==> config.mk <==
export PLATFORM = sky130hd
export DESIGN_NAME = priority_decoder_seq
export DESIGN_NICKNAME = d
export VERILOG_FILES = /design/src/rtl/pdec_pkg.sv /design/src/rtl/pdec_fifo.sv /design/src/rtl/priority_decoder_seq.sv
export SDC_FILE = /design/constraint.sdc
export NUM_CORES = 1
export LEC_CHECK = 0
export CORE_MARGIN = 2
export CORE_UTILIZATION = 45
export DETAILED_ROUTE_END_ITERATION = 12
export PLACE_DENSITY = 0.71
export SYNTH_ARGS = -nofsm -noshare
export SYNTH_HDL_FRONTEND = slang
export SYNTH_SLANG_ARGS = --single-unit
export TNS_END_PERCENT = 30
==> constraint.sdc <==
create_clock -name clk -period 2.9 [get_ports clk]
set_input_delay 0.58 -clock clk [delete_from_list [all_inputs] [get_ports clk]]
set_output_delay 0.58 -clock clk [all_outputs]
set_load 0.01 [all_outputs]
==> src/rtl/pdec_pkg.sv <==
// Shared types, constants and helpers for the sequential priority decoder.
// Optional feature macro: PDEC_ERR_CNT_EN (the package itself does not depend on it).
package pdec_pkg;

    localparam int PCODE_W   = 3;
    localparam int NLINES    = 4;
    localparam int PCODE_MAX = 4;

    // One buffered decode result: the "no line active" marker plus the one-hot line.
    typedef struct packed {
        logic              none;
        logic [NLINES:1]   y;
    } pdec_entry_t;

    // FLUSH is entered on reset and holds off input for one cycle afterwards.
    typedef enum logic {
        FLUSH = 1'b0,
        RUN   = 1'b1
    } pdec_state_t;

    // Codes above PCODE_MAX do not name any request line.
    function automatic logic pdec_is_legal(input logic [PCODE_W-1:0] code);
        return code <= PCODE_W'(PCODE_MAX);
    endfunction

    // Code n selects line n; code 0 means no line is active.
    function automatic pdec_entry_t pdec_decode(input logic [PCODE_W-1:0] code);
        pdec_entry_t e;
        e.none = (code == '0);
        e.y    = '0;
        for (int n = 1; n <= NLINES; n++) begin
            if (code == PCODE_W'(n)) begin
                e.y[n] = 1'b1;
            end
        end
        return e;
    endfunction

endpackage

==> src/rtl/pdec_fifo.sv <==
// Small synchronous FIFO of decode results. DEPTH must be a power of two so the
// pointers wrap naturally. Synchronous active-high reset empties the buffer.
module pdec_fifo
    import pdec_pkg::*;
#(
    parameter int DEPTH = 2
) (
    input  logic                   clk,
    input  logic                   rst,
    input  logic                   push,
    input  logic                   pop,
    input  pdec_entry_t            din,
    output pdec_entry_t            dout,
    output logic                   full,
    output logic                   empty,
    output logic [$clog2(DEPTH):0] count
);

    localparam int AW = $clog2(DEPTH);
    localparam logic [AW:0] DEPTH_C = (AW+1)'(DEPTH);

    pdec_entry_t   mem [DEPTH];
    logic [AW-1:0] wr_ptr;
    logic [AW-1:0] rd_ptr;
    logic          do_push;
    logic          do_pop;

    assign full    = (count == DEPTH_C);
    assign empty   = (count == '0);
    assign do_push = push && !full;
    assign do_pop  = pop && !empty;
    assign dout    = mem[rd_ptr];

    // Storage array; contents need no reset because occupancy gates their use.
    always_ff @(posedge clk) begin
        if (do_push) begin
            mem[wr_ptr] <= din;
        end
    end

    // Pointers and occupancy; a push and pop on the same edge leave occupancy unchanged.
    always_ff @(posedge clk) begin
        if (rst) begin
            wr_ptr <= '0;
            rd_ptr <= '0;
            count  <= '0;
        end else begin
            if (do_push) begin
                wr_ptr <= wr_ptr + 1'b1;
            end
            if (do_pop) begin
                rd_ptr <= rd_ptr + 1'b1;
            end
            if (do_push && !do_pop) begin
                count <= count + 1'b1;
            end else if (do_pop && !do_push) begin
                count <= count - 1'b1;
            end
        end
    end

endmodule

==> src/rtl/priority_decoder_seq.sv <==
// Sequential priority-code decoder: takes 3-bit codes over valid/ready, decodes
// legal ones to a one-hot request vector queued in pdec_fifo, flags illegal ones.
// Optional feature macro: PDEC_ERR_CNT_EN adds a saturating illegal-code counter
// output err_cnt, and err becomes (err_cnt != 0).
module priority_decoder_seq
    import pdec_pkg::*;
#(
    parameter int DEPTH = 2
) (
    input  logic               clk,
    input  logic               rst,
    input  logic               in_valid,
    output logic               in_ready,
    input  logic [PCODE_W-1:0] pcode,
    output logic               out_valid,
    input  logic               out_ready,
    output logic [NLINES:1]    y,
    output logic               y_none,
    output logic               err,
`ifdef PDEC_ERR_CNT_EN
    output logic [7:0]         err_cnt,
`endif
    output logic [7:0]         dec_cnt
);

    localparam int CW = $clog2(DEPTH) + 1;
    localparam logic [CW-1:0] DEPTH_C = CW'(DEPTH);

    pdec_state_t   state;
    pdec_entry_t   entry;
    pdec_entry_t   head;
    logic [CW-1:0] occ;
    logic          legal;
    logic          accept;
    logic          push;
    logic          pop;
    logic          full;
    logic          empty;

    assign legal     = pdec_is_legal(pcode);
    assign entry     = pdec_decode(pcode);
    assign in_ready  = (state == RUN) && (occ < DEPTH_C);
    assign accept    = in_valid && in_ready;
    assign push      = accept && legal && !full;
    assign out_valid = !empty;
    assign pop       = out_valid && out_ready;
    assign y         = empty ? '0 : head.y;
    assign y_none    = empty ? 1'b0 : head.none;

    pdec_fifo #(
        .DEPTH (DEPTH)
    ) u_fifo (
        .clk   (clk),
        .rst   (rst),
        .push  (push),
        .pop   (pop),
        .din   (entry),
        .dout  (head),
        .full  (full),
        .empty (empty),
        .count (occ)
    );

    // Control FSM: reset parks in FLUSH, which releases to RUN one cycle later.
    always_ff @(posedge clk) begin
        if (rst) begin
            state <= FLUSH;
        end else begin
            case (state)
                FLUSH:   state <= RUN;
                RUN:     state <= RUN;
                default: state <= FLUSH;
            endcase
        end
    end

    // Count of legal codes decoded, wrapping at 256.
    always_ff @(posedge clk) begin
        if (rst) begin
            dec_cnt <= '0;
        end else if (push) begin
            dec_cnt <= dec_cnt + 8'd1;
        end
    end

`ifdef PDEC_ERR_CNT_EN
    // Saturating count of accepted illegal codes; err follows it being non-zero.
    always_ff @(posedge clk) begin
        if (rst) begin
            err_cnt <= '0;
        end else if (accept && !legal && (err_cnt != 8'hFF)) begin
            err_cnt <= err_cnt + 8'd1;
        end
    end

    assign err = (err_cnt != '0);
`else
    // Sticky illegal-code flag, cleared only by reset.
    always_ff @(posedge clk) begin
        if (rst) begin
            err <= 1'b0;
        end else if (accept && !legal) begin
            err <= 1'b1;
        end
    end
`endif

endmodule

==> summary by stage <==
Synthesis
The number of different library cells used by synthesis comes to 29. The Yosys step of the flow raised 0 warnings. A synthesized cell averages 10.9 um2.

Sequential cells were found to cover 53.2% of the synthesized design area. The post-synthesis cell area is 0.00113 mm2. For this run, the leading register cell type out of synthesis is sky130_fd_sc_hd__dfxtp_1. The net count after synthesis is 113. Counting flops with an async set or reset pin after synthesis yields a share of 0%. After technology mapping, the gate count stands at 104. Counting flops with a built-in enable in the synthesized netlist gives 10. The post-synthesis sequential element count is 25.

Routing
In the routed design, unresolved DRC markers number 0. In the routed layout, each cell is associated on average with a via count of 5.40. The first detailed-routing pass took 2 iterations. The number of nets with antenna violations after routing is 0.

The final layout contains routed wiring with a total length of 1930 um. The count of routing violations after the opening detailed-route iteration is 7. Dividing the detail-routed wire length by the instance count gives 12.4 um.

Across all layers, the routed design uses 843 vias.

Timing
The setup-violating endpoint count in the final report is 0. The worst path needs 2.16 ns of the cycle, external delays included. The max-slew violation total from the final report is 0. After routing, the total negative slack on setup checks comes to 0 ns. The largest clock skew in the final design is 0.00179 ns.

The number of failing hold endpoints at the final stage came to 0. The final worst-path cycle share is 74.3%. The worst pin sits at a relative slew slack of 60.5%. The achievable clock frequency is 464 MHz. The transition time at the pin with the least slew margin is 0.591 ns. Setup repair after global routing left no endpoint under its margin.

Worst setup path
At the worst endpoint, the required time is 2.32 ns. The startpoint identified for the worst register-to-register timing path is u_fifo.count[1]. The startpoint of the worst setup timing path is u_fifo.count[1]. The slowest stage of the critical path belongs to the cell sky130_fd_sc_hd__clkdlybuf4s50_1. The worst endpoint data arrival time is 1.58 ns. The largest stage delay on the critical path is 0.49 ns. The biggest fanout along the worst timing path is 7. The class of the most critical setup path is flop to primary output. The internal reg-to-reg setup slack is 1.20 ns. The endpoint class of the critical path is a primary output. The critical path goes through nor2_1 -> nor2_1 -> clkdlybuf4s50_1. The most used cell along the critical path is sky130_fd_sc_hd__nor2_1. The category of the worst setup path launch point is a flop.

Final layout
The net count of the finished layout is 136. The proportion of layout cells with a drive suffix above 1 is 7.94%. Once layout is complete, the utilization of the core stands at 57.4%. The area growth from synthesis to layout is 23.5%. The diode insertion count for antenna repair is 0.

Clock network
The number of buffers inserted by post-CTS setup repair is 0. The later pin in the worst-skew pair is clocked with a latency of 0.31 ns. The TritonCTS clock tree is done.

Clock-pin slew was measured on the worst setup and hold paths at 0.13 ns. In this run the deepest clock path goes through 2 buffers. The root buffer cell chosen for the clock tree is sky130_fd_sc_hd__clkbuf_4. Buffers inserted during clock tree synthesis total 3. The cts-stage hold buffer count is 0. The maximum level of the CTS H-tree is 1. For this design, the sink count on the clock tree is 25.

After clock tree synthesis, the repair step resized 0 gates.

Placement
The placer congestion estimate is 0.699. The detailed placement HPWL is 1450 um. Port buffering added 22 buffers.

GRT
The total overflow reported by the global router is 0. The first global-routing pass estimated 3080 um of wire. The number of antenna violations at the first check in global routing came to 0. The largest net degree at the start of global routing is 18. The number of global-route vias before repair is 747. The overall global routing resource usage is 14.8%.

Pwr
The cell area power density is 614 mW/mm2. The analysis attributes to cell leakage a power of 0.000496 uW. IR analysis of the VDD net gives a maximum drop of 0.456 mV.

Floorplan
Once the floorplan was initialized, standard cells occupied 46.5% of the core. The die height is 54.1 um. The total area inside the core boundary comes to 0.00243 mm2. The floorplan row count is 18. For this design the top-level I/O count stands at 23.

The die is 54.1 um wide. The die covers 0.00293 mm2.

Job
The tool flagged a number of max-cap violations equal to 0.

Hold path
The path class of the lowest-slack min-delay path is flop to flop. The startpoint identified for the worst hold timing path is err.

Status
The flow ran to the end, and the final reports show no timing, DRC or antenna violations.
## metal layers
layer	track usage [%]	vias to the layer above	wire, um	share of wire [%]
met4	7.50	0	26	1.3
met1	15.9	405	834	43
met2	27.2	12	1010	52
met5	0	-	0	0
met3	2.78	4	56	2.9
li1	-	422	-	-
## registers in the layout, indices dropped and copies added, names as in the netlist, named ones only
register	count
dec_cnt	8
u_fifo.rd_ptr	1
state	1
err	1
u_fifo.mem	10
u_fifo.count	2
u_fifo.wr_ptr	1
## Yosys cell counts (3+ instances only)
cell / number / area (um2)
sky130_fd_sc_hd__dfxtp_1: 15 / 300
sky130_fd_sc_hd__nor2_1: 14 / 52.6
sky130_fd_sc_hd__edfxtp_1: 10 / 300
sky130_fd_sc_hd__a21oi_1: 7 / 35.0
sky130_fd_sc_hd__mux2i_1: 5 / 50.1
sky130_fd_sc_hd__nor2b_1: 4 / 25.0
sky130_fd_sc_hd__o21ai_0: 4 / 20.0
sky130_fd_sc_hd__clkbuf_1: 3 / 11.3
sky130_fd_sc_hd__inv_1: 3 / 11.3
sky130_fd_sc_hd__mux2_2: 3 / 33.8
sky130_fd_sc_hd__nand3_1: 3 / 15.0
sky130_fd_sc_hd__nor3b_1: 3 / 22.5
sky130_fd_sc_hd__o31ai_1: 3 / 22.5
sky130_fd_sc_hd__or4_1: 3 / 22.5
sky130_fd_sc_hd__xor2_1: 3 / 26.3
## through the flow
stage / cell area (um2) / instances / worst slack [ns] / power, uW / hold slack, ns
floorplan: 1130 / 104 / 1.01 / 600 / 0.472
global placement: 1370 / 152 / 0.540 / 713 / 0.468
detailed placement: 1370 / 152 / 0.476 / 722 / 0.465
CTS: 1400 / 156 / 0.695 / 872 / 0.496
global route: 1400 / 156 / 0.630 / 914 / 0.564
finish: 1400 / 156 / 0.745 / 857 / 0.492
## kinds of logic (layout without fill, tap and decap cells)
group	after synthesis	count (layout)	share of synthesized area (%)
AO/OA/AOI/OAI	17	17	9.52
flip-flops	25	25	53.2
XOR/XNOR	3	3	2.33
multiplexers	8	8	7.42
buffers and inverters	8	30	3.43
adder cells (fa/ha/maj)	2	2	2.21
AND/OR/NAND/NOR	41	41	21.9
## critical path, delay by kind of cell (launching register included)
| kind | cells | cell delay, ns |
|---|---|---|
| and+or+nand+nor | 2 | 0.40 |
| DFF | 1 | 0.38 |
| buffers and inverters | 1 | 0.49 |
## power breakdown
part	total [uW]	internal (uW)	switching, uW
Combinational	272	150	123
Sequential	437	400	36.8
Clock	148	51.5	96.7
## cell usage in the layout, fill, tap and decap left out, drive strengths merged, types with 4 or more instances in the layout
master,n
nor2,14
nor2b,4
mux2i,5
o21ai,4
clkdlybuf4s50,22
dfxtp,15
edfxtp,10
a21oi,7
## cell type report
class	count	area, um2
Inverter	3	11.3
Fill cell	225	1040
Clock inverter	1	5.00
Multi-Input combinational cell	71	490
Tap cell	30	37.5
Clock buffer	3	22.5
Timing Repair Buffer	23	228
Sequential cell	25	601
## final timing paths
check                                       end  cells past startpoint
worst max-delay path                       y[1]                      3
worst min-delay path                        err                      2
worst max register to register  u_fifo.count[1]                      5
worst min register to register              err                      2
Power figures use the tool's default switching activity.
